**config.mk**
```make
export PLATFORM = sky130hd
export DESIGN_NAME = seq_detector_param_flat
export DESIGN_NICKNAME = d
export VERILOG_FILES = /design/src/rtl/seq_detector_param_if.sv /design/src/rtl/seq_detector_param.sv /design/src/flat_wrapper.sv
export SDC_FILE = /design/constraint.sdc
export NUM_CORES = 1
export LEC_CHECK = 0
export ABC_AREA = 1
export CORE_ASPECT_RATIO = 1.25
export CORE_UTILIZATION = 30
export DETAILED_ROUTE_END_ITERATION = 6
export PLACE_DENSITY = 0.6
export SKIP_LAST_GASP = 1
export SLEW_MARGIN = 10
export SYNTH_ARGS = -nofsm -noshare
export SYNTH_HDL_FRONTEND = slang
export SYNTH_SLANG_ARGS = --single-unit
export TNS_END_PERCENT = 20
```
**constraint.sdc**
```tcl
create_clock -name clk -period 3 [get_ports clk]
set_input_delay 0.6 -clock clk [delete_from_list [all_inputs] [get_ports clk]]
set_output_delay 0.6 -clock clk [all_outputs]
set_load 0.01 [all_outputs]
```
**src/rtl/seq_detector_param_if.sv**
```systemverilog
// Bus bundle for the parametrised serial pattern detector: sample/control inputs
// plus match flag, depth and counter outputs.
interface seq_detector_param_if #(
    parameter int PAT_LEN = 4,
    parameter int CNT_W   = 8
);
    localparam int SW = $clog2(PAT_LEN);

    logic               en;
    logic               x;
    logic               load_pat;
    logic [PAT_LEN-1:0] pattern;
    logic               clr_cnt;
    logic               y;
    logic [SW-1:0]      cs;
    logic [SW-1:0]      ns;
    logic [CNT_W-1:0]   match_cnt;
    logic               cnt_sat;

    modport master (
        output en, x, load_pat, pattern, clr_cnt,
        input  y, cs, ns, match_cnt, cnt_sat
    );

    modport slave (
        input  en, x, load_pat, pattern, clr_cnt,
        output y, cs, ns, match_cnt, cnt_sat
    );
endinterface

```
**src/rtl/seq_detector_param.sv**
```systemverilog
// Mealy detector for a runtime-loadable PAT_LEN-bit pattern on a serial stream,
// with overlapping/non-overlapping restart and a saturating match counter.
module seq_detector_param #(
    parameter int                 PAT_LEN = 4,
    parameter logic [PAT_LEN-1:0] RST_PAT = 4'b1011,
    parameter bit                 OVERLAP = 1'b1,
    parameter int                 CNT_W   = 8
) (
    input logic                clk,
    input logic                rst,
    seq_detector_param_if.slave bus
);
    localparam int               SW      = $clog2(PAT_LEN);
    localparam int               DW      = $clog2(PAT_LEN + 1);
    localparam logic [CNT_W-1:0] CNT_MAX = '1;

    logic [PAT_LEN-1:0] r_pat;
    logic [PAT_LEN-2:0] r_hist;
    logic [SW-1:0]      r_cs;
    logic [CNT_W-1:0]   r_cnt;
    logic               r_sat;

    logic [PAT_LEN-1:0] w_cat;
    logic [PAT_LEN:1]   w_match;
    logic [DW-1:0]      w_d;
    logic [DW-1:0]      w_d_ov;
    logic               w_y;
    logic [SW-1:0]      w_ns;
    logic [CNT_W-1:0]   w_cnt_next;
    logic               w_sat_next;

    // Newest bit sits at the LSB, so the low k bits are the last k accepted bits.
    assign w_cat = {r_hist, bus.x};

    generate
        for (genvar gi = 1; gi <= PAT_LEN; gi++) begin : g_sfx
            assign w_match[gi] = (w_cat[gi-1:0] == r_pat[PAT_LEN-1 -: gi]);
        end
    endgenerate

    // Bounding k by cs+1 keeps zeroed or stale history from faking a prefix.
    always_comb begin
        w_d    = '0;
        w_d_ov = '0;
        for (int k = 1; k <= PAT_LEN; k++) begin
            if (w_match[k] && (k <= int'(r_cs) + 1)) begin
                w_d = DW'(k);
                if (k < PAT_LEN) begin
                    w_d_ov = DW'(k);
                end
            end
        end
    end

    assign w_y = rst & bus.en & ~bus.load_pat & (w_d == DW'(PAT_LEN));

    always_comb begin
        w_ns = r_cs;
        if (!rst || bus.load_pat) begin
            w_ns = '0;
        end else if (bus.en) begin
            if (w_d != DW'(PAT_LEN)) begin
                w_ns = SW'(w_d);
            end else if (OVERLAP) begin
                w_ns = SW'(w_d_ov);
            end else begin
                w_ns = '0;
            end
        end
    end

    // A clear coinciding with a match leaves that match counted.
    always_comb begin
        w_cnt_next = r_cnt;
        w_sat_next = r_sat;
        if (bus.clr_cnt) begin
            w_cnt_next = w_y ? CNT_W'(1) : '0;
            w_sat_next = 1'b0;
        end else if (w_y && (r_cnt != CNT_MAX)) begin
            w_cnt_next = r_cnt + CNT_W'(1);
        end
        if (w_cnt_next == CNT_MAX) begin
            w_sat_next = 1'b1;
        end
    end

    always_ff @(posedge clk or negedge rst) begin
        if (!rst) begin
            r_pat  <= RST_PAT;
            r_hist <= '0;
            r_cs   <= '0;
            r_cnt  <= '0;
            r_sat  <= 1'b0;
        end else begin
            if (bus.load_pat) begin
                r_pat  <= bus.pattern;
                r_hist <= '0;
                r_cs   <= '0;
            end else if (bus.en) begin
                r_hist <= w_cat[PAT_LEN-2:0];
                r_cs   <= w_ns;
            end
            r_cnt <= w_cnt_next;
            r_sat <= w_sat_next;
        end
    end

    assign bus.y         = w_y;
    assign bus.cs        = r_cs;
    assign bus.ns        = w_ns;
    assign bus.match_cnt = r_cnt;
    assign bus.cnt_sat   = r_sat;
endmodule

```
**src/flat_wrapper.sv**
```systemverilog
// flat-port wrapper written by rule: the top's interface ports become plain ports
module seq_detector_param_flat 
#(
    parameter int                 PAT_LEN = 4,
    parameter logic [PAT_LEN-1:0] RST_PAT = 4'b1011,
    parameter bit                 OVERLAP = 1'b1,
    parameter int                 CNT_W   = 8
)
  (clk, rst, bus_en, bus_x, bus_load_pat, bus_pattern, bus_clr_cnt, bus_y, bus_cs, bus_ns, bus_match_cnt, bus_cnt_sat);
  seq_detector_param_if #(.PAT_LEN(PAT_LEN), .CNT_W(CNT_W)) bus_i ();
  input logic clk;
  input logic rst;
  input wire logic [$bits(bus_i.en)-1:0] bus_en;
  input wire logic [$bits(bus_i.x)-1:0] bus_x;
  input wire logic [$bits(bus_i.load_pat)-1:0] bus_load_pat;
  input wire logic [$bits(bus_i.pattern)-1:0] bus_pattern;
  input wire logic [$bits(bus_i.clr_cnt)-1:0] bus_clr_cnt;
  output wire logic [$bits(bus_i.y)-1:0] bus_y;
  output wire logic [$bits(bus_i.cs)-1:0] bus_cs;
  output wire logic [$bits(bus_i.ns)-1:0] bus_ns;
  output wire logic [$bits(bus_i.match_cnt)-1:0] bus_match_cnt;
  output wire logic [$bits(bus_i.cnt_sat)-1:0] bus_cnt_sat;
  assign bus_i.en = bus_en;
  assign bus_i.x = bus_x;
  assign bus_i.load_pat = bus_load_pat;
  assign bus_i.pattern = bus_pattern;
  assign bus_i.clr_cnt = bus_clr_cnt;
  assign bus_y = bus_i.y;
  assign bus_cs = bus_i.cs;
  assign bus_ns = bus_i.ns;
  assign bus_match_cnt = bus_i.match_cnt;
  assign bus_cnt_sat = bus_i.cnt_sat;
  seq_detector_param #(.PAT_LEN(PAT_LEN), .RST_PAT(RST_PAT), .OVERLAP(OVERLAP), .CNT_W(CNT_W)) u_core (.clk(clk), .rst(rst), .bus(bus_i));
endmodule
```
==> summary.md <==
| Metric | Value |
|---|---|
| Grt total ovfl | 0 |
| Ant. Diodes | 0 |
| Site row count | 27 |
| Sequential-to-total area share from yosys stat | 0.3349 |
| Setup-failing EPs final | 0 |
| Rel. slew slack | 0.7382 |
| Setup crit start | rst |
| Min-Delay Path Class | reg -> reg |
| Post-DP HPWL | 2707 um |
| Filler Cells Inserted | 465 |
| Peak VDD IR | 0.1762 mV |
| Launch point of the worst hold path | u_core.bus.cnt_sat |
| Required @ worst endpoint | 2400 ps |
| Routed Antenna Nets | 0 |
| Synthesis-stage register bit count | 18 |
| FF/Latch Area | 454.2 um2 |
| Fmax | 350.1 MHz |
| Pwr per Cell Area | 314.6 mW/mm2 |
| Slowest CP cell | clkdlybuf4s50_1 |
| Worst-margin pin slew | 390.6 ps |
| Num Clock Sinks | 18 |
| DRT Pass-1 Iters | 4 |
| Mapped Nets | 219 |
| Crit path max fanout | 3 |
| RSZ-0062 raised after global routing | yes |
| CTS root buf | clkbuf_8 |
| Cell area after synthesis | 0.001356 mm2 |
| CP endpoint kind | output port |
| DR vias/cell | 4.684 |
| H-tree depth | 1 |
| Synthesis-to-finish area growth | 28.41% |
| Buffers plus inverters on the worst setup path | 4 |
| Die Height | 77.18 um |
| Final #Nets | 251 |
| Uppermost layer routed | met4 |
| Core area | 0.004358 mm2 |
| Largest net degree at the start of global routing | 20 |
| Multi-input logic area | 760.7 um2 |
| Number of buffers inserted by port buffering | 23 |
| WL met3 | 113 um |
| First-pass GRT wire length | 5658 um |
| Max Slew Vio Count | 0 |
| WL final | 3323 um |
| Mean Syn Cell Area | 6.521 um2 |
| Worst-path cell chain | clkdlybuf4s50_1, inv_1, nor2_1, o21ai_1, nor2_2, nand3_2, inv_1, clkdlybuf4s50_1 |
| Run status | finished, final reports clean |
| Gr usage total | 0.1464 |
| Total CTS buffers | 3 |
| Share of layout cells above drive strength 1 | 0.1339 |
| Clock Skews | 2.346 ps |
| TritonCTS clock tree | built |
| Max Cap Viol | 0 |
| Die span in x | 62.14 um |
| Full die area | 0.004796 mm2 |
| Vias | 1391 |
| Initial antenna violation count | 0 |
| Routed wl met2 | 1694 um |
| Finished Layout Cells | 297 |
| Startpoint Class | primary input |
| Setup total negative slack | 0 ps |
| Initial core utilization | 0.3112 |
| Post-Syn Instances | 208 |
| Final period util | 0.9521 |
| Ys Warns | 0 |
| Crit-path leading delay family | buffers and inverters |
| Routed WL per cell | 11.19 um |
| Pwr Total | 548.0 uW |
| WP data arrival | 2260 ps |
| Hold Violations, Final | 0 |
| Reg clk slew, reported paths | 70 ps |
| Clk Latency, worst-skew pair | 250 ps |
| DR iter-0 viols | 45 |
| Final GP Congestion | 0.9000 |
| Setup CP Type | in -> out |
| Clock tree buffer depth | 2 |
| Worst R2R Start | u_core.bus.match_cnt[0] |
| Crit-path max cell delay | 520 ps |
| Vias in the first global route | 1297 |
| M1 WL | 1475 um |
| Inst Count DP | 293 |
| Min cycle time layout | 2856 ps |
| I/O pin count | 24 |
| Number of distinct library cells after synthesis | 24 |
| Share of the synthesized area in the top cell type | 0.2768 |
| Post-route DRC | 0 |
| Largest cells by area after synthesis | dfrtp_1, nand2_1, inv_1, nor2_1, dfstp_2 |
| Static Leak | 0.0008277 uW |
| Area leader, netlist | dfrtp_1 |
## path summary, 6_finish.rpt
kind	cells after the start	to	slack (ps)
max in group asynchronous	2	u_core.r_pat[0]	2020
worst min register to register	2	u_core.bus.cnt_sat	490
worst max-delay path	8	bus_y	140
worst max register to register	11	u_core.bus.cnt_sat	1160
min in group asynchronous	2	u_core.bus.cs[0]	710
worst min-delay path	2	u_core.bus.cnt_sat	490
## layout by cell type, fill, tap and decap left out, drive strengths merged
master and count:
o21ai 12, xor2 1, nor3 3, clkdlybuf4s50 22
inv 35, nand4 10, clkbuf 4, ha 1
xnor2 2, dlymetal6s2s 1, and2 1, o22ai 3
dfstp 3, dfrtp 15, a21oi 10, nand3 15
buf 6, nand3b 2, nand2 61, nor2 32
## synth_stat cells
master	count
a21oi_1	10
and2_1	1
buf_2	2
dfrtp_1	15
dfstp_2	3
ha_1	1
inv_1	28
inv_2	7
nand2_1	58
nand2_2	3
nand3_1	14
nand3_2	1
nand3b_1	2
nand4_1	10
nor2_1	25
nor2_2	1
nor2_4	6
nor3_1	1
nor3_2	2
o21ai_0	9
o21ai_1	3
o22ai_1	3
xnor2_1	2
xor2_1	1
## registers in the layout, indices dropped and copies added (netlist names)
name and flops:
u_core.bus.match_cnt 8, u_core.r_pat 4, u_core.r_hist 3, u_core.bus.cs 2
u_core.bus.cnt_sat 1
## cell type report
type                            count  share of cell area
Timing Repair Buffer               29              0.1595
Tap cell                           58             0.04167
Multi-Input combinational cell    153              0.4368
Clock buffer                        4             0.02586
Sequential cell                    18              0.2608
Inverter                           35             0.07543
## worst register-to-register path, cell delays in order, from the launching register on
cell     delay (ps)
dfrtp_1         410
ha_1            290
nand3_1         140
nor2_1          180
nand3_1         140
nand4_1         170
nor2_1           90
nor2_4          110
nand2_1          50
nor2_1          100
nand2_1          60
nand2_1          60
## cell families after synthesis
group | count (synthesis) | share of synthesized area
AO/OA/AOI/OAI | 25 | 0.09502
XOR/XNOR | 3 | 0.01938
adder cells (fa/ha/maj) | 1 | 0.009224
buffers and inverters | 37 | 0.1042
flip-flops | 18 | 0.3349
AND/OR/NAND/NOR | 124 | 0.4373
## where the power goes
group / switching, uW / total (uW) / leakage (uW) / internal (uW)
registers: 12.0 / 266 / 0.000237 / 254
logic: 63.2 / 108 / 0.000568 / 44.6
clock network: 79.9 / 174 / 0.0000228 / 94.3
## per-stage QoR
step	utilization	hold WS, ps	cell area (um2)	setup WS (ps)
CTS	0.3991	498.3	1739	28.17
detailed placement	0.3887	483.8	1694	28.23
finish	0.3997	489.6	1742	143.7
global route	0.3997	548.3	1742	-6.973
floorplan	-	304.4	1356	995.1
global placement	0.3887	476.0	1694	44.22
## routing by layer
metal,global-route usage,vias up
li1,-,730
met5,0,-
met1,0.1680,615
met4,0.03488,0
met2,0.2813,42
met3,0.01935,4
## repair_timing
item	in CTS	in global routing
endpoints found under the setup margin	0	3
resized for setup	0	1
hold buffers	0	0
setup buffers	0	0
hold endpoints to repair	0	0
(Power assumes the default switching activity.)
